## src/rtl/imm_gen_pipe_pkg.sv

```systemverilog
// -----------------------------------------------------------------------------
// imm_gen_pipe_pkg
// Shared definitions for the registered RISC-V immediate generator:
//   - imm_sel_e : ImmSel format codes carried on out_sel
//   - OPC_*     : major opcodes (inst[6:0]) recognised by the decoder
// No ports; imported by imm_gen_comb and imm_gen_pipe.
// -----------------------------------------------------------------------------
package imm_gen_pipe_pkg;

  typedef enum logic [2:0] {
    IMM_R    = 3'd0,
    IMM_I    = 3'd1,
    IMM_S    = 3'd2,
    IMM_B    = 3'd3,
    IMM_U    = 3'd4,
    IMM_JAL  = 3'd5,
    IMM_JALR = 3'd6,
    IMM_CSR  = 3'd7
  } imm_sel_e;

  localparam logic [6:0] OPC_OP     = 7'b0110011;
  localparam logic [6:0] OPC_LOAD   = 7'b0000011;
  localparam logic [6:0] OPC_OP_IMM = 7'b0010011;
  localparam logic [6:0] OPC_STORE  = 7'b0100011;
  localparam logic [6:0] OPC_BRANCH = 7'b1100011;
  localparam logic [6:0] OPC_AUIPC  = 7'b0010111;
  localparam logic [6:0] OPC_LUI    = 7'b0110111;
  localparam logic [6:0] OPC_JAL    = 7'b1101111;
  localparam logic [6:0] OPC_JALR   = 7'b1100111;
  localparam logic [6:0] OPC_SYSTEM = 7'b1110011;

endpackage

```

## src/rtl/imm_gen_comb.sv

```systemverilog
// -----------------------------------------------------------------------------
// imm_gen_comb
// Purely combinational immediate decoder: instruction word -> {ImmSel, imm}.
// Every format is first assembled as a 32-bit value and then sign-extended to
// XLEN, so the same code serves XLEN=32 and XLEN=64 (CSR zimm has bit 31 = 0,
// which makes the sign extension a zero extension for that format).
// Optional macro IMM_GEN_ILLEGAL_EN adds the 'illegal' output.
// Ports:
//   inst    in  32    instruction word
//   sel     out 3     ImmSel format code (unknown opcodes -> R)
//   imm     out XLEN  extended immediate (0 for R)
//   illegal out 1     opcode not recognised (only with IMM_GEN_ILLEGAL_EN)
// -----------------------------------------------------------------------------
module imm_gen_comb
  import imm_gen_pipe_pkg::*;
#(
  parameter int XLEN = 32
) (
  input  logic [31:0]     inst,
  output logic [2:0]      sel,
  output logic [XLEN-1:0] imm
`ifdef IMM_GEN_ILLEGAL_EN
  ,
  output logic            illegal
`endif
);

  imm_sel_e    sel_s;
  logic [31:0] raw_s;

  function automatic logic [XLEN-1:0] sext32(input logic [31:0] v);
    logic [XLEN-1:0] r;
    r       = {XLEN{v[31]}};
    r[31:0] = v;
    return r;
  endfunction

  // Opcode classification and 32-bit immediate assembly.
  always_comb begin
    sel_s = IMM_R;
    raw_s = 32'd0;
    case (inst[6:0])
      OPC_OP: begin
        sel_s = IMM_R;
        raw_s = 32'd0;
      end
      OPC_LOAD, OPC_OP_IMM: begin
        sel_s = IMM_I;
        raw_s = {{20{inst[31]}}, inst[31:20]};
      end
      OPC_STORE: begin
        sel_s = IMM_S;
        raw_s = {{20{inst[31]}}, inst[31:25], inst[11:7]};
      end
      OPC_BRANCH: begin
        sel_s = IMM_B;
        raw_s = {{20{inst[31]}}, inst[7], inst[30:25], inst[11:8], 1'b0};
      end
      OPC_AUIPC, OPC_LUI: begin
        sel_s = IMM_U;
        raw_s = {inst[31:12], 12'd0};
      end
      OPC_JAL: begin
        sel_s = IMM_JAL;
        raw_s = {{12{inst[31]}}, inst[19:12], inst[20], inst[30:21], 1'b0};
      end
      OPC_JALR: begin
        sel_s = IMM_JALR;
        raw_s = {{20{inst[31]}}, inst[31:20]};
      end
      OPC_SYSTEM: begin
        sel_s = IMM_CSR;
        raw_s = {27'd0, inst[19:15]};
      end
      default: begin
        sel_s = IMM_R;
        raw_s = 32'd0;
      end
    endcase
  end

  assign sel = sel_s;
  assign imm = sext32(raw_s);

`ifdef IMM_GEN_ILLEGAL_EN
  // Every legal opcode ends in 2'b11, so a non-11 low pair also lands here.
  assign illegal = (sel_s == IMM_R) && (inst[6:0] != OPC_OP);
`endif

endmodule

```

## src/rtl/imm_gen_pipe.sv

```systemverilog
// -----------------------------------------------------------------------------
// imm_gen_pipe
// Registered immediate generator for decode with a valid/ready output stage.
// SKID=1: main + skid entry, in_ready registered (= skid empty), full rate.
// SKID=0: single output register, in_ready = !out_valid | out_ready.
// Optional macro IMM_GEN_ILLEGAL_EN adds the out_illegal port.
// Ports:
//   clk, rst            clock (rising edge), async active-high reset
//   in_valid/in_ready   input handshake, in_inst 32-bit instruction word
//   out_valid/out_ready output handshake
//   out_sel, out_imm    ImmSel code and XLEN-bit immediate
//   out_inst            instruction word carried alongside
//   out_illegal         unknown opcode flag (only with IMM_GEN_ILLEGAL_EN)
// -----------------------------------------------------------------------------
module imm_gen_pipe
  import imm_gen_pipe_pkg::*;
#(
  parameter int XLEN = 32,
  parameter int SKID = 1
) (
  input  logic            clk,
  input  logic            rst,
  input  logic            in_valid,
  output logic            in_ready,
  input  logic [31:0]     in_inst,
  output logic            out_valid,
  input  logic            out_ready,
  output logic [2:0]      out_sel,
  output logic [XLEN-1:0] out_imm,
  output logic [31:0]     out_inst
`ifdef IMM_GEN_ILLEGAL_EN
  ,
  output logic            out_illegal
`endif
);

  // Payload layout (LSB first): inst[31:0], imm, sel, [illegal].
`ifdef IMM_GEN_ILLEGAL_EN
  localparam int PW = XLEN + 36;
`else
  localparam int PW = XLEN + 35;
`endif

  logic [2:0]      dec_sel_s;
  logic [XLEN-1:0] dec_imm_s;
  logic [PW-1:0]   new_s;
  logic [PW-1:0]   main_r;
  logic            main_valid_r;
  logic            in_ready_s;
  logic            accept_s;
  logic            consume_s;

`ifdef IMM_GEN_ILLEGAL_EN
  logic dec_illegal_s;

  imm_gen_comb #(.XLEN(XLEN)) u_dec (
    .inst    (in_inst),
    .sel     (dec_sel_s),
    .imm     (dec_imm_s),
    .illegal (dec_illegal_s)
  );

  assign new_s = {dec_illegal_s, dec_sel_s, dec_imm_s, in_inst};
`else
  imm_gen_comb #(.XLEN(XLEN)) u_dec (
    .inst (in_inst),
    .sel  (dec_sel_s),
    .imm  (dec_imm_s)
  );

  assign new_s = {dec_sel_s, dec_imm_s, in_inst};
`endif

  assign accept_s  = in_valid & in_ready_s;
  assign consume_s = main_valid_r & out_ready;

  generate
    if (SKID != 0) begin : g_skid
      logic [PW-1:0] skid_r;
      logic          skid_valid_r;
      logic          main_valid_nxt_s;
      logic          skid_valid_nxt_s;
      logic          load_new_s;
      logic          load_skid_s;
      logic          promote_s;

      // Skid only fills while main is held, so main is never empty with skid full.
      assign in_ready_s = ~skid_valid_r;

      // Entry steering: promote skid, load main directly, or park in skid.
      always_comb begin
        main_valid_nxt_s = main_valid_r;
        skid_valid_nxt_s = skid_valid_r;
        load_new_s       = 1'b0;
        load_skid_s      = 1'b0;
        promote_s        = 1'b0;
        if (skid_valid_r) begin
          if (consume_s) begin
            promote_s        = 1'b1;
            main_valid_nxt_s = 1'b1;
            skid_valid_nxt_s = 1'b0;
          end else begin
            promote_s = 1'b0;
          end
        end else if (!main_valid_r || consume_s) begin
          main_valid_nxt_s = accept_s;
          load_new_s       = accept_s;
        end else begin
          if (accept_s) begin
            load_skid_s      = 1'b1;
            skid_valid_nxt_s = 1'b1;
          end else begin
            load_skid_s = 1'b0;
          end
        end
      end

      // Main and skid entry registers.
      always_ff @(posedge clk or posedge rst) begin
        if (rst) begin
          main_valid_r <= 1'b0;
          main_r       <= {PW{1'b0}};
          skid_valid_r <= 1'b0;
          skid_r       <= {PW{1'b0}};
        end else begin
          main_valid_r <= main_valid_nxt_s;
          skid_valid_r <= skid_valid_nxt_s;
          if (promote_s) begin
            main_r <= skid_r;
          end else if (load_new_s) begin
            main_r <= new_s;
          end
          if (load_skid_s) begin
            skid_r <= new_s;
          end
        end
      end
    end else begin : g_noskid
      // Combinational path from out_ready: a consumed word is replaced in place.
      assign in_ready_s = ~main_valid_r | out_ready;

      // Single output register.
      always_ff @(posedge clk or posedge rst) begin
        if (rst) begin
          main_valid_r <= 1'b0;
          main_r       <= {PW{1'b0}};
        end else if (in_ready_s) begin
          main_valid_r <= in_valid;
          if (accept_s) begin
            main_r <= new_s;
          end
        end
      end
    end
  endgenerate

  assign in_ready  = in_ready_s;
  assign out_valid = main_valid_r;
  assign out_inst  = main_r[31:0];
  assign out_imm   = main_r[XLEN+31:32];
  assign out_sel   = main_r[XLEN+34:XLEN+32];
`ifdef IMM_GEN_ILLEGAL_EN
  assign out_illegal = main_r[XLEN+35];
`endif

endmodule
```

## config.mk

```make
export PLATFORM = sky130hd
export DESIGN_NAME = imm_gen_pipe
export DESIGN_NICKNAME = d
export VERILOG_FILES = /design/src/rtl/imm_gen_pipe_pkg.sv /design/src/rtl/imm_gen_comb.sv /design/src/rtl/imm_gen_pipe.sv
export SDC_FILE = /design/constraint.sdc
export NUM_CORES = 1
export LEC_CHECK = 0
export CAP_MARGIN = 20
export CORE_UTILIZATION = 45
export DETAILED_ROUTE_END_ITERATION = 6
export HOLD_SLACK_MARGIN = 0.08
export PLACE_DENSITY = 0.7
export RECOVER_POWER = 50
export SYNTH_ARGS = -nofsm -noshare
export SYNTH_HDL_FRONTEND = slang
export SYNTH_SLANG_ARGS = --single-unit
```

## constraint.sdc

```tcl
create_clock -name clk -period 7.69 [get_ports clk]
set_input_delay 1.1535 -clock clk [delete_from_list [all_inputs] [get_ports clk]]
set_output_delay 1.1535 -clock clk [all_outputs]
set_load 0.005 [all_outputs]
```

* Word level (Yosys, flattened, before mapping)
Cells that the tools add are included.
** Cells by class
- $add $sub $neg :: 0
- Multipliers :: 0
- Div/mod/pow operators :: 0
- Magnitude comparators :: 0
- Eq/ne operators :: 10
- Shift-type cells :: 0
- Muxes and demuxes :: 16
- Bitwise gates (word level) :: 3
- Reductions and logical operators :: 8
** Operator list (number)
- 32-bit case mux with 6 select lines :: 1
- 67-bit 2-to-1 mux :: 2
- 7-bit == test (second input constant) :: 4
- 3-bit case mux with 7 select lines :: 1
- 7-bit by 5-bit == test with 1-bit output (second input constant) :: 2
- 7-bit by 6-bit == test with 1-bit output (second input constant) :: 2
- 1-bit 2-to-1 mux :: 12
- 7-bit by 2-bit == test with 1-bit output (second input constant) :: 1
- 2-bit nonzero test :: 2
- 2-bit OR reduction :: 2
- 3-bit OR reduction :: 1
- 1-bit AND :: 2
- 2-bit != test (second input constant) :: 1
- 2-bit AND reduction :: 1
- 1-bit logical NOT :: 1
- 1-bit logical OR :: 1
- 1-bit NOT :: 1
** Word-level totals
- Register bits after elaboration :: 136
- Latch bits :: 0
- Bits in writable memories :: 0
- Memory bits (read-only) :: 0
- Bits of input ports :: 36
- Output and inout port bits :: 69
- Word-level logic and storage cells :: 41
- Memories kept :: 0

* Logic depth before layout (Yosys ltp)
- Depth in word-level cells :: 6
- Depth in mapped cells :: 7
- Gate-level depth less buffers :: 4

* Hierarchy
A second synthesis with hierarchy kept.
** Unflattened totals
- Cell total of the unflattened synthesis :: 489
- Area, all modules :: 6276.0 um^2
** Modules (own cells, without submodules)
- imm_gen_pipe :: instances 1, cells an instance 379, area an instance 5565.3 um^2, sequential area each 3403.3 um^2
- imm_gen_comb :: instances 1, cells an instance 110, area an instance 710.7 um^2, sequential area each 0.0 um^2

* Least setup slack after synthesis
No wires, ideal clock.
- Kind :: input port to flip-flop
- Start :: input in_inst[6]
- End :: register main_r[37]
- Library setup time :: 64 ps
- Arrival :: 2325 ps
- Required time :: 7626 ps
- Path slack :: 5301 ps
- Stages :: 5
- Buffers on the path :: 1
- Cells stage by stage :: buf_6 > mux2_2 > or4_4 > nor2_4 > a21o_1
** On the way
- Cells in the longest elaborated chain, start to end :: 5
- Elaborated cells on any way between the ends :: 14
- Those cells by class :: eq/ne (9); mux (3); reduce/logical (2)
** Ends and longest elaborated chain
- start: declaration :: RTL line imm_gen_pipe.sv:25 : input logic [31:0] in_inst,
- 7-bit by 2-bit == test with 1-bit output, or another cell as far along :: RTL line imm_gen_comb.sv:42 : case (inst[6:0])
- 3-bit OR reduction (no line) or 2-bit OR reduction (tied branches)
- 32-bit case mux with 6 select lines (*) :: RTL line imm_gen_comb.sv:42
- 67-bit 2-to-1 mux (*) :: RTL line imm_gen_pipe.sv:130 : end else if (load_new_s) begin
- 67-bit 2-to-1 mux (*) :: RTL line imm_gen_pipe.sv:128 : if (promote_s) begin
- end signal: assignment :: RTL line imm_gen_pipe.sv:122 : main_r <= {PW{1'b0}};
- end signal: assignment :: RTL line imm_gen_pipe.sv:129 : main_r <= skid_r;
- end signal: assignment :: RTL line imm_gen_pipe.sv:131 : main_r <= new_s;
- end: declaration :: RTL line imm_gen_pipe.sv:47 : logic [PW-1:0] main_r;
Mark *: on every way between the ends. The rest lies on a longest branch, timed or not. The select of a mux whose other input is x is not followed.
A chain may end at the register's enable or synchronous reset.

* Worst setup path after layout
- Start :: input out_ready
- End :: register g_skid.skid_r[59]
** On the way
- Cells in the longest elaborated chain, start to end :: 4
** Ends and longest elaborated chain
- start: declaration :: RTL line imm_gen_pipe.sv:27 : input logic out_ready,
- 1-bit AND :: RTL line imm_gen_pipe.sv:75 : assign consume_s = main_valid_r & out_ready;
- 1-bit logical OR :: RTL line imm_gen_pipe.sv:105 : end else if (!main_valid_r || consume_s) begin
- 1-bit 2-to-1 mux :: RTL line imm_gen_pipe.sv:105
- 1-bit 2-to-1 mux :: RTL line imm_gen_pipe.sv:97 : if (skid_valid_r) begin
- end signal: assignment :: RTL line imm_gen_pipe.sv:124 : skid_r <= {PW{1'b0}};
- end signal: assignment :: RTL line imm_gen_pipe.sv:134 : skid_r <= new_s;
- end: declaration :: RTL line imm_gen_pipe.sv:79 : logic [PW-1:0] skid_r;
No other way between the ends.

==> flow_summary.ini <==
[cts]
cts_resized = 0
cts_buffers = 17
cts-root-buf = clkbuf_16
clk_pin_slew_ns = 0.06
h-tree-depth = 4
cts_tree = yes
cts_buffer_depth = 2
clk_latency_ns = 0.41
cts_sinks = 136
postCtsSetupRepairBufs = 0
cts_hold_buf = 0

[die]
io_pins = 105
design.core.area_sq_mm = 0.01267
die_h_um = 116.5
die_w_um = 116.5
fp.dieArea_sq_mm = 0.01356
initial_utilization = 0.4652
rows = 41

[synth]
syn_inst = 644
syn_area_sq_mm = 0.005894
postSynthAreaPerCell_sq_um = 9.153
ys_ff_latch = 136
yosysTopAreaCellShare = 0.5774
async_flop_share = 1.000
synth_mux_area_frac = 0.001910
synth.largest_area_cell = dfrtp_1
synth_edf_count = 0
synth_area_leaders = dfrtp_1 58%, nand2_1 12%, a21oi_1 4.2%
ys_dominant_reg_cell = dfrtp_1
synth-xor-area-share = 0
ys_seq_area_frac = 0.5774
synth_compound_area_frac = 0.1826
syn-num-nets = 680
synthSimpleGateAreaFrac = 0.2000
synth_top_family_by_area = simple AND/OR/NAND/NOR gates
synth_adder_area_share = 0
ys_warn_count = 0
ys_types = 43

[grt]
grt_antenna_before_repair = 0
grt_overflow = 0
groute.usage.overall = 0.2508
grt_max_degree = 86
grt_pass1_wl_um = 25790
grt_pass1_vias = 5009

[routing]
drc = 0
drt-initial-drc-count = 383
drt-total-wl_um = 15550
vias_per_cell = 5.484
num_vias = 5007
ant_nets = 0
wire_per_inst_um = 17.03
drt-pass1-iter-count = 5

[timing]
worstMarginPinSlew_ns = 2.724
setup_viol = 0
fin_crit_ns = 4.772
max_freq_ghz = 0.2096
relSlewSlack = -0.8161
report.final.hold_viol_count = 0
final.setup.tns_ns = 0
maxSlewViolCount = 179
skew_ns = 0.006450
fin_crit_sh = 0.6205
rsz0062_at_grt = false

[final_layout]
area_growth_pct = 29.63
layout-drive-gt1-share = 0.06883
fin_area_sq_mm = 0.007641
fin_nets = 765
num_antenna_cells = 0
fillers = 1094

[placed_design]
dpl.hpwl_um = 9942
gp_congestion = 0.7940
place_area_sq_mm = 0.007018
port-buffer-count = 104

[worst_setup_path]
r2r_end = g_skid.skid_r[59]
worstPathMaxFanout = 64
r2r-start = out_valid
end_kind = flop
arrival_ns = 5.10
regToRegSetupSlack_ns = 3.83
worstSetupPathType = input port to flop
startpoint_type = input port
r2r_cells = 6
crit_required_ns = 8.02

[min_path]
hold_path_end = g_skid.skid_r[16]
min-delay-path-class = flop to flop
hp-start = g_skid.skid_r[16]
whs_path_depth = 2

[run_status]
outcome = finished, violations left
failed_checks = max-capacitance violations, max-slew violations

[power]
p_leak_nw = 3.391
power_density_mw_per_mm2 = 391.2
power_mw = 2.989
ir_worst_vdd_mv = 0.1738

[flow_run]
cap_viol_max_count = 3
[area by class of cell]
class	count	area, sq um	area share
Timing Repair Buffer	110	1095	0.1433
Tap cell	172	215.2	0.02816
Inverter	9	35.03	0.004585
Clock buffer	18	429.2	0.05617
Clock inverter	13	180.2	0.02358
Sequential cell	136	3403	0.4454
Multi-Input combinational cell	455	2283	0.2988
[through the flow]
step / instances / hold slack (ns) / utilization / setup WS (ns)
finish: 913 / 0.4740 / 0.6030 / 2.918
global placement: 879 / 0.4568 / 0.5527 / 3.933
CTS: 912 / 0.4768 / 0.6020 / 4.504
global route: 913 / 0.4914 / 0.6030 / 2.568
detailed placement: 881 / 0.4622 / 0.5539 / 4.077
floorplan: 644 / 0.4455 / - / 2.897
[power by group]
part           switching, mW  leakage, nW  internal [mW]
sequential             0.177         1.67           1.02
clock                  0.303        0.292          0.539
combinational          0.506         1.43          0.445
total                  0.987         3.39           2.00
[critical path, cell delays in order]
cell,delay [ns]
dlygate4sd3_1,0.59
and2b_1,0.27
nand2_2,0.08
clkbuf_1,1.93
nor3_1,0.56
buf_4,0.36
a21oi_1,0.14
[state kept, by name (all words and copies together), names as in the netlist]
signal / count
g_skid.skid_valid_r: 1
out_valid: 1
main_r: 67
g_skid.skid_r: 67
[synth_stat cells, types with 7 or more instances]
master / n
dfrtp_1: 136
a22o_1: 12
inv_1: 9
a21o_1: 8
nor2_1: 61
nand3_1: 7
a22oi_1: 12
buf_2: 15
a21oi_1: 49
a31oi_1: 32
o21ai_0: 28
nand2_1: 183
o22ai_1: 19
clkbuf_1: 26
[worst max path at each step]
stage	startpoint	end	slack (ns)	depth (start not counted)
3_5_place_dp	in_inst[4]	main_r[52]	4.08	5
6_report	out_ready	g_skid.skid_r[59]	2.92	7
2_1_floorplan	rst	g_skid.skid_r[0]	2.90	1
5_1_grt	out_ready	g_skid.skid_r[47]	2.57	6
3_3_place_gp	in_inst[4]	main_r[56]	3.93	5
4_1_cts	in_inst[4]	main_r[52]	4.50	5
[routing by layer]
metal / global-route usage / wire (um) / vias up
met1: 0.3432 / 6778 / 2430
met5: 0 / 0 / -
met2: 0.3921 / 7473 / 174
met4: 0.09402 / 395 / 0
met3: 0.05605 / 903 / 28
li1: - / - / 2375
[cells in the final DEF (no fill, tap or decap), drive strengths merged, types with 2 or more instances in the layout]
cell type      count
nand3              7
o22ai             19
a22oi             12
inv                8
a22o              12
clkinvlp           4
and3               2
or4                2
nand4b             3
and2               2
and2b              2
nor3               6
o21ai             29
clkdlybuf4s50     33
nand2b             3
nor2              63
a31oi             32
a21oi             50
o2111ai            2
o31ai              2
clkbuf            19
dfrtp            136
buf                5
nor2b              3
dlygate4sd3       71
bufinv             4
a21o               8
nand2            184
clkinv             6
[cells by family after synthesis]
logic type,count (synthesis)
AND/OR/NAND/NOR,281
buffers and inverters,53
multiplexers,1
AO/OA/AOI/OAI,173
flip-flops,136
Power figures use the tool's default switching activity.
